[config.mk]
export PLATFORM = sky130hd
export DESIGN_NAME = ksa_shuffle_param_flat
export DESIGN_NICKNAME = d
export VERILOG_FILES = /design/src/rtl/ksa_shuffle_param_pkg.sv /design/src/rtl/ksa_shuffle_param_if.sv /design/src/rtl/ksa_shuffle_param_key_sel.sv /design/src/rtl/ksa_shuffle_param.sv /design/src/flat_wrapper.sv
export SDC_FILE = /design/constraint.sdc
export NUM_CORES = 1
export LEC_CHECK = 0
export ABC_AREA = 1
export ABC_CLOCK_PERIOD_IN_PS = 8600
export CAP_MARGIN = 20
export CORE_MARGIN = 5
export CORE_UTILIZATION = 55
export CTS_CLUSTER_DIAMETER = 30
export DETAILED_ROUTE_END_ITERATION = 7
export GPL_TIMING_DRIVEN = 1
export PLACE_DENSITY = 0.81
export SLEW_MARGIN = 15
export SYNTH_ARGS = -nofsm -noshare
export SYNTH_HDL_FRONTEND = slang
export SYNTH_HIERARCHICAL = 1
export SYNTH_SLANG_ARGS = --single-unit
[constraint.sdc]
create_clock -name clk -period 8.6 [get_ports clk]
set_input_delay 1.72 -clock clk [delete_from_list [all_inputs] [get_ports clk]]
set_output_delay 1.72 -clock clk [all_outputs]
set_load 0.01 [all_outputs]
[src/rtl/ksa_shuffle_param_pkg.sv]
// Shared types and constants for the parametrised RC4 key-scheduling engine.
// KSA_INIT_EN adds the INIT state (built-in identity fill of the S-box).
package ksa_pkg;

  localparam int KEY_BYTE_W = 8;
  localparam int ITER_CYC   = 6;

  typedef enum logic [3:0] {
    IDLE,
`ifdef KSA_INIT_EN
    INIT,
`endif
    RD_I,
    LAT_I,
    RD_J,
    LAT_J,
    WR_I,
    WR_J,
    DONE
  } ksa_state_t;

endpackage

[src/rtl/ksa_shuffle_param_if.sv]
// Single-port S-box RAM bus: the engine is master, the RAM is slave.
interface ksa_shuffle_param_if #(
  parameter int ADDR_W = 8
) ();

  logic              write;
  logic [ADDR_W-1:0] address;
  logic [ADDR_W-1:0] data;
  logic [ADDR_W-1:0] q;

  modport master (output write, output address, output data, input q);
  modport slave  (input write, input address, input data, output q);

endinterface

[src/rtl/ksa_shuffle_param_key_sel.sv]
// Key byte mux: selects byte [kidx] (byte 0 = MSB) and truncates it to ADDR_W bits.
module ksa_key_sel
  import ksa_pkg::*;
#(
  parameter int KEY_BYTES = 3,
  parameter int ADDR_W    = 8,
  parameter int KIDX_W    = 2
) (
  input  logic [KEY_BYTES*KEY_BYTE_W-1:0] key,
  input  logic [KIDX_W-1:0]               kidx,
  output logic [ADDR_W-1:0]               kb
);

  logic [KEY_BYTE_W-1:0] byte_sel;

  always_comb begin
    byte_sel = '0;
    for (int unsigned b = 0; b < KEY_BYTES; b++) begin
      if (kidx == KIDX_W'(b))
        byte_sel = key[(KEY_BYTES-1-b)*KEY_BYTE_W +: KEY_BYTE_W];
    end
    kb = byte_sel[ADDR_W-1:0];
  end

endmodule

[src/rtl/ksa_shuffle_param.sv]
// RC4 KSA engine over a 2^ADDR_W-entry S-box held in an external single-port RAM.
// Define KSA_INIT_EN to fill s[i]=i before the shuffle; otherwise RAM must be pre-initialised.
module ksa_shuffle_param
  import ksa_pkg::*;
#(
  parameter int KEY_BYTES = 3,
  parameter int ADDR_W    = 8
) (
  input  logic                            clk,
  input  logic                            reset,
  input  logic                            start,
  input  logic [KEY_BYTES*KEY_BYTE_W-1:0] secret_key,
  output logic                            done,
  ksa_shuffle_param_if.master             ram
);

  localparam int KIDX_W = (KEY_BYTES > 1) ? $clog2(KEY_BYTES) : 1;
  localparam logic [ADDR_W-1:0] LAST = '1;
  localparam logic [KIDX_W-1:0] KIDX_LAST = KIDX_W'(KEY_BYTES - 1);

  ksa_state_t state, state_nxt;

  logic [ADDR_W-1:0]               i, j, si, sj, kb, j_new;
  logic [KIDX_W-1:0]               kidx;
  logic [KEY_BYTES*KEY_BYTE_W-1:0] key;

  ksa_key_sel #(
    .KEY_BYTES (KEY_BYTES),
    .ADDR_W    (ADDR_W),
    .KIDX_W    (KIDX_W)
  ) u_key_sel (
    .key  (key),
    .kidx (kidx),
    .kb   (kb)
  );

  // ADDR_W-wide sum gives the mod-N wrap for free
  assign j_new = j + si + kb;

  always_ff @(posedge clk or negedge reset) begin
    if (!reset) begin
      state <= IDLE;
      i     <= '0;
      j     <= '0;
      si    <= '0;
      sj    <= '0;
      kidx  <= '0;
      key   <= '0;
    end else begin
      state <= state_nxt;
      case (state)
        IDLE: begin
          if (start) begin
            key  <= secret_key;
            i    <= '0;
            j    <= '0;
            kidx <= '0;
          end
        end
`ifdef KSA_INIT_EN
        INIT:  i  <= i + ADDR_W'(1);
`endif
        LAT_I: si <= ram.q;
        RD_J:  j  <= j_new;
        LAT_J: sj <= ram.q;
        WR_J: begin
          if (i != LAST) begin
            i    <= i + ADDR_W'(1);
            kidx <= (kidx == KIDX_LAST) ? '0 : kidx + KIDX_W'(1);
          end
        end
        default: ;
      endcase
    end
  end

  // Outputs decode from registered state only, so an async reset clears them at once
  always_comb begin
    state_nxt   = state;
    ram.write   = 1'b0;
    ram.address = '0;
    ram.data    = '0;
    done        = 1'b0;
    case (state)
      IDLE: begin
        if (start) begin
`ifdef KSA_INIT_EN
          state_nxt = INIT;
`else
          state_nxt = RD_I;
`endif
        end
      end
`ifdef KSA_INIT_EN
      INIT: begin
        ram.write   = 1'b1;
        ram.address = i;
        ram.data    = i;
        if (i == LAST) state_nxt = RD_I;
      end
`endif
      RD_I: begin
        ram.address = i;
        state_nxt   = LAT_I;
      end
      LAT_I: state_nxt = RD_J;
      RD_J: begin
        ram.address = j_new;
        state_nxt   = LAT_J;
      end
      LAT_J: state_nxt = WR_I;
      WR_I: begin
        ram.write   = 1'b1;
        ram.address = i;
        ram.data    = sj;
        state_nxt   = WR_J;
      end
      WR_J: begin
        ram.write   = 1'b1;
        ram.address = j;
        ram.data    = si;
        state_nxt   = (i == LAST) ? DONE : RD_I;
      end
      DONE: begin
        done = 1'b1;
        if (!start) state_nxt = IDLE;
      end
      default: state_nxt = IDLE;
    endcase
  end

endmodule

[src/flat_wrapper.sv]
// flat-port wrapper written by rule: the top's interface ports become plain ports
module ksa_shuffle_param_flat import ksa_pkg::*;
#(
  parameter int KEY_BYTES = 3,
  parameter int ADDR_W    = 8
)
  (clk, reset, start, secret_key, done, ram_write, ram_address, ram_data, ram_q);
  ksa_shuffle_param_if #(.ADDR_W(ADDR_W)) ram_i ();
  input  logic clk;
  input  logic reset;
  input  logic start;
  input  logic [KEY_BYTES*KEY_BYTE_W-1:0] secret_key;
  output logic done;
  output wire logic [$bits(ram_i.write)-1:0] ram_write;
  output wire logic [$bits(ram_i.address)-1:0] ram_address;
  output wire logic [$bits(ram_i.data)-1:0] ram_data;
  input wire logic [$bits(ram_i.q)-1:0] ram_q;
  assign ram_write = ram_i.write;
  assign ram_address = ram_i.address;
  assign ram_data = ram_i.data;
  assign ram_i.q = ram_q;
  ksa_shuffle_param #(.KEY_BYTES(KEY_BYTES), .ADDR_W(ADDR_W)) u_core (.clk(clk), .reset(reset), .start(start), .secret_key(secret_key), .done(done), .ram(ram_i));
endmodule
==> metrics.md, run 1 <==
| Metric | Value |
|---|---|
| Die H | 89.46 microns |
| Syn Nets | 507 |
| Largest net degree at the start of global routing | between 60 and 70 |
| Period utilization | 61.14% |
| Core Rows | 29 |
| Number of optimization iterations in the first detailed-route pass | 5 |
| Number of pins exceeding their max-slew limit in the final report | 0 |
| Worst Hold Path EP | u_core/sj[4]$_DFFE_PN0N_ |
| Detail Route Antenna Nets | 0 |
| Via density per instance | 5.316 |
| Total Routing Usage GR | between 20 and 25% |
| Post-synthesis instance area | about 3500 sq um |
| IR Drop Worst-Case VDD | 0.2648 mV |
| Crit start category | register |
| Worst slew margin relative to its limit | about two fifths |
| Post-detail-place hpwl | 6099 microns |
| Number of buffers between clock root and the deepest sink | 2 |
| Final-stage net count | approximately 560 |
| Outcome | finished clean |
| Routed wirelength normalized by instance count | ~14 microns |
| CTS H-Tree Depth | 3 |
| Die footprint | 8002 sq um |
| Layout cell share with drive strength beyond 1 | between 5 and 6% |
| IO Count | 53 |
| Flops & latches, synth | 61 |
| Slew at the pin closest to its max-slew limit | around 0.90 ns |
| Fmax | around 0.19 GHz |
| Count of maximum capacitance violations | 0 |
| Count of clock tree sinks | 61 |
| Arr. time, crit path | ~3.5 ns |
| Via Count | 3126 |
| Clk_skew | approximately 0.008 ns |
| Worst hold stages | 2 |
| Global placement routability congestion | 0.8946 |
| Number of endpoints with negative hold slack in the final report | 0 |
| Total wirelength of the detailed-routed design | 8280 microns |
| Crit Reg-Reg Endpoint | u_core/j[5]$_DFFE_PN0P_ |
| Initial core utilization | 55.63% |
| Setup tns final | 0 ns |
| Post-Synthesis Cells | 457 |
| Antenna violations before repair | 0 |
| Inserted Clock Buffers | 9 |
| Clock tree root driver cell | clkbuf_8 |
| Core Region | 6241 sq um |
| Highest net fanout along the worst path | 13 |
| Worst path cell trace | inv_2, nand3_1, nand3_1, inv_1, fa_1, inv_1, ha_1, inv_1, fa_1, nor3_1, nor2_1, nand2_1, nand3_1, nand2_1, clkdlybuf4s50_1 |
| Area overhead of the layout relative to synthesis | 20.97% |
| Critical path required time | 6.88 ns |
| Family with the most delay on the worst path | adder cells |
| DRC errors left | 0 |
| Depth of the worst register-to-register path | 15 |
| Setup repair after global routing missed its margin | false |
| Worst reg2reg startpoint | u_core/kidx[1]$_DFFE_PN0P_ |
| Number of cells upsized or downsized after cts | 0 |
| Number of buffer and inverter instances along the worst setup path | 5 |
| Number of distinct standard cells referenced by the synthesized netlist | 31 |
| Power density over cell area | 396.2 nW/um^2 |
| Source-to-sink clock delay at the later pin of the worst-skew pair | 0.34 ns |
| Average footprint of a synthesized cell | between 7 and 8 sq um |
| CP Capture Type | output pin |
| Port Buf Inserts | 52 |
| CTS Hold Bufs | 0 |
| Setup Buffers After CTS | 0 |
| Global-route wire length before repair | around 13000 microns |
| Worst Min Path Start | u_core/sj[4]$_DFFE_PN0N_ |
| Width of the die | 89.46 microns |
| Clock-pin slew on the worst setup and hold paths | around 0.07 ns |
| Largest incremental delay on the critical path | 0.61 ns |
| Clock tree from TritonCTS | done |
| Global route overflow | 0 |
| Final setup violation count | 0 |
| Worst min-delay path class | register to register |
| Number of global-route vias before repair | 2903 |
| Sequential cell area fraction in the yosys report | 43.96% |
| Reported leakage power | ~2.1 nW |
| Synth Warn # | 6 |
| Worst hold slack | ~0.49 ns |
| Type of the worst setup path | register to output pin |
| Count of routing violations after the opening detailed-route iteration | 161 |
| Worst setup slack for register-to-register paths | 5.83 ns |
| Standard cell with the maximum stage delay on the critical path | dfrtp_1 |
| Final critical path time including I/O delays and setup | 5.258 ns |
| Diodes inserted | 0 |
==> how the worst max path moves through the flow <==
stage                               start        endpoint  slack, ns  cells past startpoint
6_report       u_core/kidx[1]$_DFFE_PN0P_  ram_address[7]       3.34                     15
3_3_place_gp   u_core/kidx[1]$_DFFE_PN0P_  ram_address[2]       3.81                     12
2_1_floorplan  u_core/kidx[1]$_DFFE_PN0P_  ram_address[2]       4.45                     12
4_1_cts        u_core/kidx[1]$_DFFE_PN0P_  ram_address[7]       3.35                     15
3_5_place_dp   u_core/kidx[1]$_DFFE_PN0P_  ram_address[7]       3.75                     15
5_1_grt        u_core/kidx[1]$_DFFE_PN0P_  ram_address[7]       3.01                     15
==> placed cells by master, fill, tap and decap left out <==
cell type        Yosys  routed
a21oi_1              4       4
a31oi_1              1       1
buf_2                2       1
buf_4                1       2
bufinv_16            0       1
clkbuf_1             8       1
clkbuf_8             0       9
clkdlybuf4s50_1      0      51
clkinv_2             0       2
clkinv_4             0       1
clkinvlp_4           0       2
dfrtp_1             61      61
fa_1                 8       8
ha_1                 7       7
inv_1               58      58
inv_2                4       4
nand2_1            150     150
nand2_2              1       1
nand3_1             73      73
nand3_2              1       1
nand3b_1             2       2
nand4_1              3       3
nor2_1              14      14
nor2_4               1       1
nor3_1               2       2
nor3_4               1       1
nor4_1               1       1
o211ai_1             1       1
o21ai_0             31      31
o21ai_1              6       6
o221ai_1             3       3
o22ai_1              4       4
or2_2                2       2
xnor2_1              2       2
==> metrics by stage <==
step	power, W	utilization [%]	instances	cell area (sq um)	setup slack (ns)
floorplan	0.001150	-	457	3472	4.453
global placement	0.001372	64.23	572	4009	3.812
detailed placement	0.001414	64.23	572	4009	3.747
CTS	0.001666	67.30	588	4200	3.352
global route	0.001829	67.30	588	4200	3.011
finish	0.001664	67.30	588	4200	3.342
==> layout make-up <==
type                       count  area, sq um
multi-input combinational    318         1623
timing repair buffer          54        530.5
clock inverter                 6        63.81
inverter                      62        232.7
sequential                    61         1526
clock buffer                  10        127.6
fill                         538         2041
tap                           77        96.34
==> per-layer routing <==
| metal | global-route usage, % | vias up | part of all wire, % |
|---|---|---|---|
| met5 | 0 | - | 0 |
| li1 | - | 1567 | - |
| met3 | 3.226 | 19 | 4.8 |
| met1 | 30.31 | 1435 | 46 |
| met2 | 34.29 | 105 | 47 |
| met4 | 10.96 | 0 | 2.6 |
==> cell usage after synthesis (all sizes together) <==
cell type,number,share of area (%)
dfrtp,61,44
o22ai,4,0.72
nand4,3,0.54
buf,7,1.6
o221ai,3,0.76
nand3b,2,0.43
nor3,3,0.76
nor4,1,0.18
xnor2,2,0.50
nand3,74,11
clkbuf,9,1.0
nor2,15,1.8
nand2,151,16
fa,8,4.6
a31oi,1,0.18
a21oi,4,0.58
or2,2,0.36
o21ai,37,5.3
o211ai,1,0.22
ha,7,2.5
inv,62,6.7
==> state kept, by name, indices dropped and copies added (netlist names) <==
| register | cells |
|---|---|
| u_core/si | 8 |
| u_core/i | 8 |
| u_core/state | 3 |
| u_core/kidx | 2 |
| u_core/key | 24 |
| u_core/sj | 8 |
| u_core/j | 8 |
==> cell families after synthesis <==
kind of cell / after synthesis / share of synthesized area (%)
XOR/XNOR: 2 / 0.5046
flip-flops: 61 / 43.96
AND/OR/NAND/NOR: 251 / 31.32
adder cells (fa/ha/maj): 15 / 7.135
buffers and inverters: 78 / 9.297
AO/OA/AOI/OAI: 50 / 7.784
==> worst register-to-register path: cells and delay by family, from the launching register on <==
| kind | cells | cell delay (ns) |
|---|---|---|
| adders and majority gates | 3 | 0.96 |
| DFF | 1 | 0.61 |
| and+or+nand+nor | 6 | 0.49 |
| buffers and inverters | 5 | 0.48 |
| AOI/OAI and AO/OA | 1 | 0.11 |
==> report_power, final <==
group          leakage (nW)  internal [W]  switching, W
combinational          1.27      0.000356      0.000534
clock                0.0923      0.000133      0.000112
sequential            0.775      0.000411      0.000118
No activity file was read; power rests on OpenSTA's default activity.
==> run 2: changes to the inputs <==
--- a/config.mk
+++ b/config.mk
@@ -6,14 +6,14 @@
 export NUM_CORES = 1
 export LEC_CHECK = 0
 export ABC_AREA = 1
-export ABC_CLOCK_PERIOD_IN_PS = 8600
+export ABC_CLOCK_PERIOD_IN_PS = 4450
 export CAP_MARGIN = 20
 export CORE_MARGIN = 5
-export CORE_UTILIZATION = 55
+export CORE_UTILIZATION = 49
 export CTS_CLUSTER_DIAMETER = 30
 export DETAILED_ROUTE_END_ITERATION = 7
 export GPL_TIMING_DRIVEN = 1
-export PLACE_DENSITY = 0.81
+export PLACE_DENSITY = 0.76
 export SLEW_MARGIN = 15
 export SYNTH_ARGS = -nofsm -noshare
 export SYNTH_HDL_FRONTEND = slang
==> constraint.sdc (replaced) <==
create_clock -name clk -period 4.45 [get_ports clk]
set_input_delay 0.89 -clock clk [delete_from_list [all_inputs] [get_ports clk]]
set_output_delay 0.89 -clock clk [all_outputs]
set_load 0.01 [all_outputs]
==> run 2 against run 1 <==
Against the previous run:
- flip-flop and latch count unchanged
- sequential power rose by 91%
- die area grew 11%
- combinational power rose by 100%
- largest cell class unchanged
- highest routed layer unchanged
==> metrics.md, run 2 (synthesis gave the netlist of run 1 again) <==
| Metric | Value |
|---|---|
| Via Count | 3162 (+1.2%) |
| IO Count | 53 (unchanged) |
| Fmax | 0.2357 GHz |
| Largest incremental delay on the critical path | 0.57 ns (-0.04 ns) |
| Final design instance area without fill | 4307 sq um (+2.5%) |
| Crit start category | register |
| Post-detail-place hpwl | 6382 microns (+4.7%) |
| Standard cell with the maximum stage delay on the critical path | clkdlybuf4s50_1 |
| CP Capture Type | output pin |
| Clock-pin slew on the worst setup and hold paths | 0.07 ns (about the same) |
| IR Drop Worst-Case VDD | 0.2927 mV (+11%) |
| Highest net fanout along the worst path | 10 (-3) |
| Number of pins exceeding their max-slew limit in the final report | 0 (unchanged) |
| Worst min-delay path class | register to register |
| Number of global-route vias before repair | 3010 (+3.7%) |
| Most frequent cells in the layout | nand2_1 (150), nand3_1 (73), dfrtp_1 (59), inv_1 (58), clkdlybuf4s50_1 (51) |
| Commonest non-fill, non-tap cell in the layout | nand2_1 |
| Slew at the pin closest to its max-slew limit | 0.9260 ns (+0.02466 ns) |
| Worst slew margin relative to its limit | 38.06% (-1.6 points) |
| Port Buf Inserts | 52 (unchanged) |
| Count of maximum capacitance violations | 0 (unchanged) |
| Filler instances | 627 (+17%) |
| Number of flip-flops in the largest register | 24 (unchanged) |
| End point of the critical path | ram_address[2] |
| Source-to-sink clock delay at the later pin of the worst-skew pair | 0.34 ns (about the same) |
| Critical path depth | 12 (-3) |
| Clock tree from TritonCTS | done |
| Number of buffers between clock root and the deepest sink | 2 (unchanged) |
| Area after DPL | 4040 sq um (+0.78%) |
| Global route overflow | 0 (unchanged) |
| Arr. time, crit path | 3.35 ns (-0.19 ns) |
| Layout cell share with drive strength beyond 1 | 7.500% (+2.0 points) |
| Detail Route Antenna Nets | 0 (unchanged) |
| Worst reg2reg startpoint | u_core/state[0]$_DFFE_PN0P_ |
| Die footprint | 8869 sq um (+11%) |
| Register containing the most flip-flops in the final layout | u_core/key |
| Family with the most delay on the worst path | adder cells |
| Via density per instance | 5.133 (-3.4%) |
| Die H | 94.18 microns (+5.3%) |
| Type of the worst setup path | register to output pin |
| Critical path required time | 3.56 ns (-3.32 ns) |
| Total wirelength of the detailed-routed design | 8710 microns (+5.2%) |
| Origin of the worst setup path | u_core/kidx[1]$_DFFE_PN0P_ |
| Initial core utilization | 50.82% (-4.8 points) |
| Crit Reg-Reg Endpoint | u_core/kidx[0]$_DFFE_PN0P_ |
| Number of endpoints with negative hold slack in the final report | 0 (unchanged) |
| Width of the die | 94.18 microns (+5.3%) |
| Final setup violation count | 0 (unchanged) |
| Worst path cell trace | inv_2, nand3_1, nand3_1, inv_1, fa_1, inv_1, ha_1, inv_1, fa_1, or2_2, o221ai_1, clkdlybuf4s50_1 |
| Final-stage net count | 565 (+1.6%) |
| DRC errors left | 0 (unchanged) |
| CTS Hold Bufs | 0 (unchanged) |
| Clock tree root driver cell | clkbuf_8 |
| Inserted Clock Buffers | 9 (unchanged) |
| Largest net degree at the start of global routing | 62 (unchanged) |
| Global placement routability congestion | 0.9274 (+3.7%) |
| Area overhead of the layout relative to synthesis | 24.04% |
| Number of buffer and inverter instances along the worst setup path | 5 (unchanged) |
| Antenna violations before repair | 0 (unchanged) |
| Core Region | 6832 sq um (+9.5%) |
| Total power after layout | 0.003306 W (+99%) |
| Count of clock tree sinks | 61 (unchanged) |
| Total Routing Usage GR | 21.55% (-0.54 points) |
| Routed wirelength normalized by instance count | 14.14 microns (+0.41%) |
| Outcome | finished clean |
| Setup repair after global routing missed its margin | false |
| Number of optimization iterations in the first detailed-route pass | 5 (unchanged) |
| CTS H-Tree Depth | 3 (unchanged) |
| Count of routing violations after the opening detailed-route iteration | 162 (+0.62%) |
| Cell occurring most often along the worst timing path | inv_1 |
| Depth of the worst register-to-register path | 6 (-9) |
| Diodes inserted | 0 (unchanged) |
| Clk_skew | 0.005798 ns (-0.002171 ns) |
| Reported leakage power | 2.195 nW (+2.7%) |
| Power density over cell area | 767.7 nW/um^2 (+94%) |
| Core Rows | 30 (+3.4%) |
| Final critical path time including I/O delays and setup | 4.242 ns |
| Setup tns final | 0 ns (unchanged) |
| Worst setup slack for register-to-register paths | 1.77 ns (-4.06 ns) |
| Period utilization | 95.33% |
| Global-route wire length before repair | 14730 microns (+9.8%) |
## run 2: cell types whose count changed in the layout (fill, tap and decap cells not counted), sizes merged
cell | before | now
buf | 3 | 11
clkbuf | 10 | 9
clkinv | 3 | 2
clkinvlp | 2 | 3
dlymetal6s2s | 0 | 1
inv | 62 | 63
## run 2: what timing repair did
item                                   CTS  global route
setup buffers                            0             8
setup endpoints to repair                0             5
gates resized for setup                  0             2
endpoints found under the hold margin    0             0
## run 2: layer usage
metal / track usage, % / vias to the layer above / part of all wire, %
met4: 8.183 / 0 / 1.9
met3: 3.766 / 13 / 4.9
met1: 30.48 / 1462 / 47
li1: - / 1586 / -
met2: 32.92 / 101 / 46
met5: 0 / - / 0
## run 2: stage by stage
stage | hold slack, ns | utilization, % | cells | setup slack [ns]
floorplan | 0.4422 | - | 457 | 1.133
global placement | 0.4621 | 59.14 | 592 | 0.5047
detailed placement | 0.4620 | 59.14 | 592 | 0.4287
finish | 0.4768 | 63.04 | 616 | 0.2080
CTS | 0.4790 | 62.05 | 608 | 0.04093
global route | 0.5035 | 63.04 | 616 | 0.002685
## run 2: layout make-up
type                    instances  area, sq um  share of cell area (%)
clock buffers                   9        123.9                   2.876
clock inverters                 7        75.07                   1.743
inverters                      62        232.7                   5.404
multi-input cells             318         1623                   37.68
flip-flops and latches         61         1529                   35.50
well taps                      96        120.1                   2.789
repair buffers                 63        603.1                   14.00
## run 2: power by group
part	leakage, nW	switching (W)	total, W	internal [W]
clock network	0.0918	0.000237	0.000497	0.000260
logic	1.33	0.00106	0.00179	0.000733
registers	0.771	0.000219	0.00101	0.000795
total	2.20	0.00152	0.00331	0.00179
## run 2: how the worst min path moves through the flow
stage / startpoint / end / slack (ns) / depth (start not counted)
floorplan: u_core/key[16]$_DFFE_PN0P_ / u_core/key[16]$_DFFE_PN0P_ / 0.44 / 2
finish: u_core/key[12]$_DFFE_PN0P_ / u_core/key[12]$_DFFE_PN0P_ / 0.48 / 2
global placement: u_core/key[14]$_DFFE_PN0P_ / u_core/key[14]$_DFFE_PN0P_ / 0.46 / 2
global route: u_core/key[10]$_DFFE_PN0P_ / u_core/key[10]$_DFFE_PN0P_ / 0.50 / 2
CTS: u_core/key[10]$_DFFE_PN0P_ / u_core/key[10]$_DFFE_PN0P_ / 0.48 / 2
detailed placement: u_core/key[10]$_DFFE_PN0P_ / u_core/key[10]$_DFFE_PN0P_ / 0.46 / 2
## run 2: worst min-delay path, stage by stage, from the launching register on
cell,delay (ns)
dfrtp_1,0.35
nand2_1,0.05
nand2_1,0.04
==> run 3: changes to the inputs <==
--- a/config.mk
+++ b/config.mk
@@ -14,7 +14,7 @@
 export DETAILED_ROUTE_END_ITERATION = 7
 export GPL_TIMING_DRIVEN = 1
 export PLACE_DENSITY = 0.76
-export SLEW_MARGIN = 15
+export SLEW_MARGIN = 20
 export SYNTH_ARGS = -nofsm -noshare
 export SYNTH_HDL_FRONTEND = slang
 export SYNTH_HIERARCHICAL = 1
==> results of run 3 <==
Same layout as run 2: the final DEF is identical, and so are final timing and power.
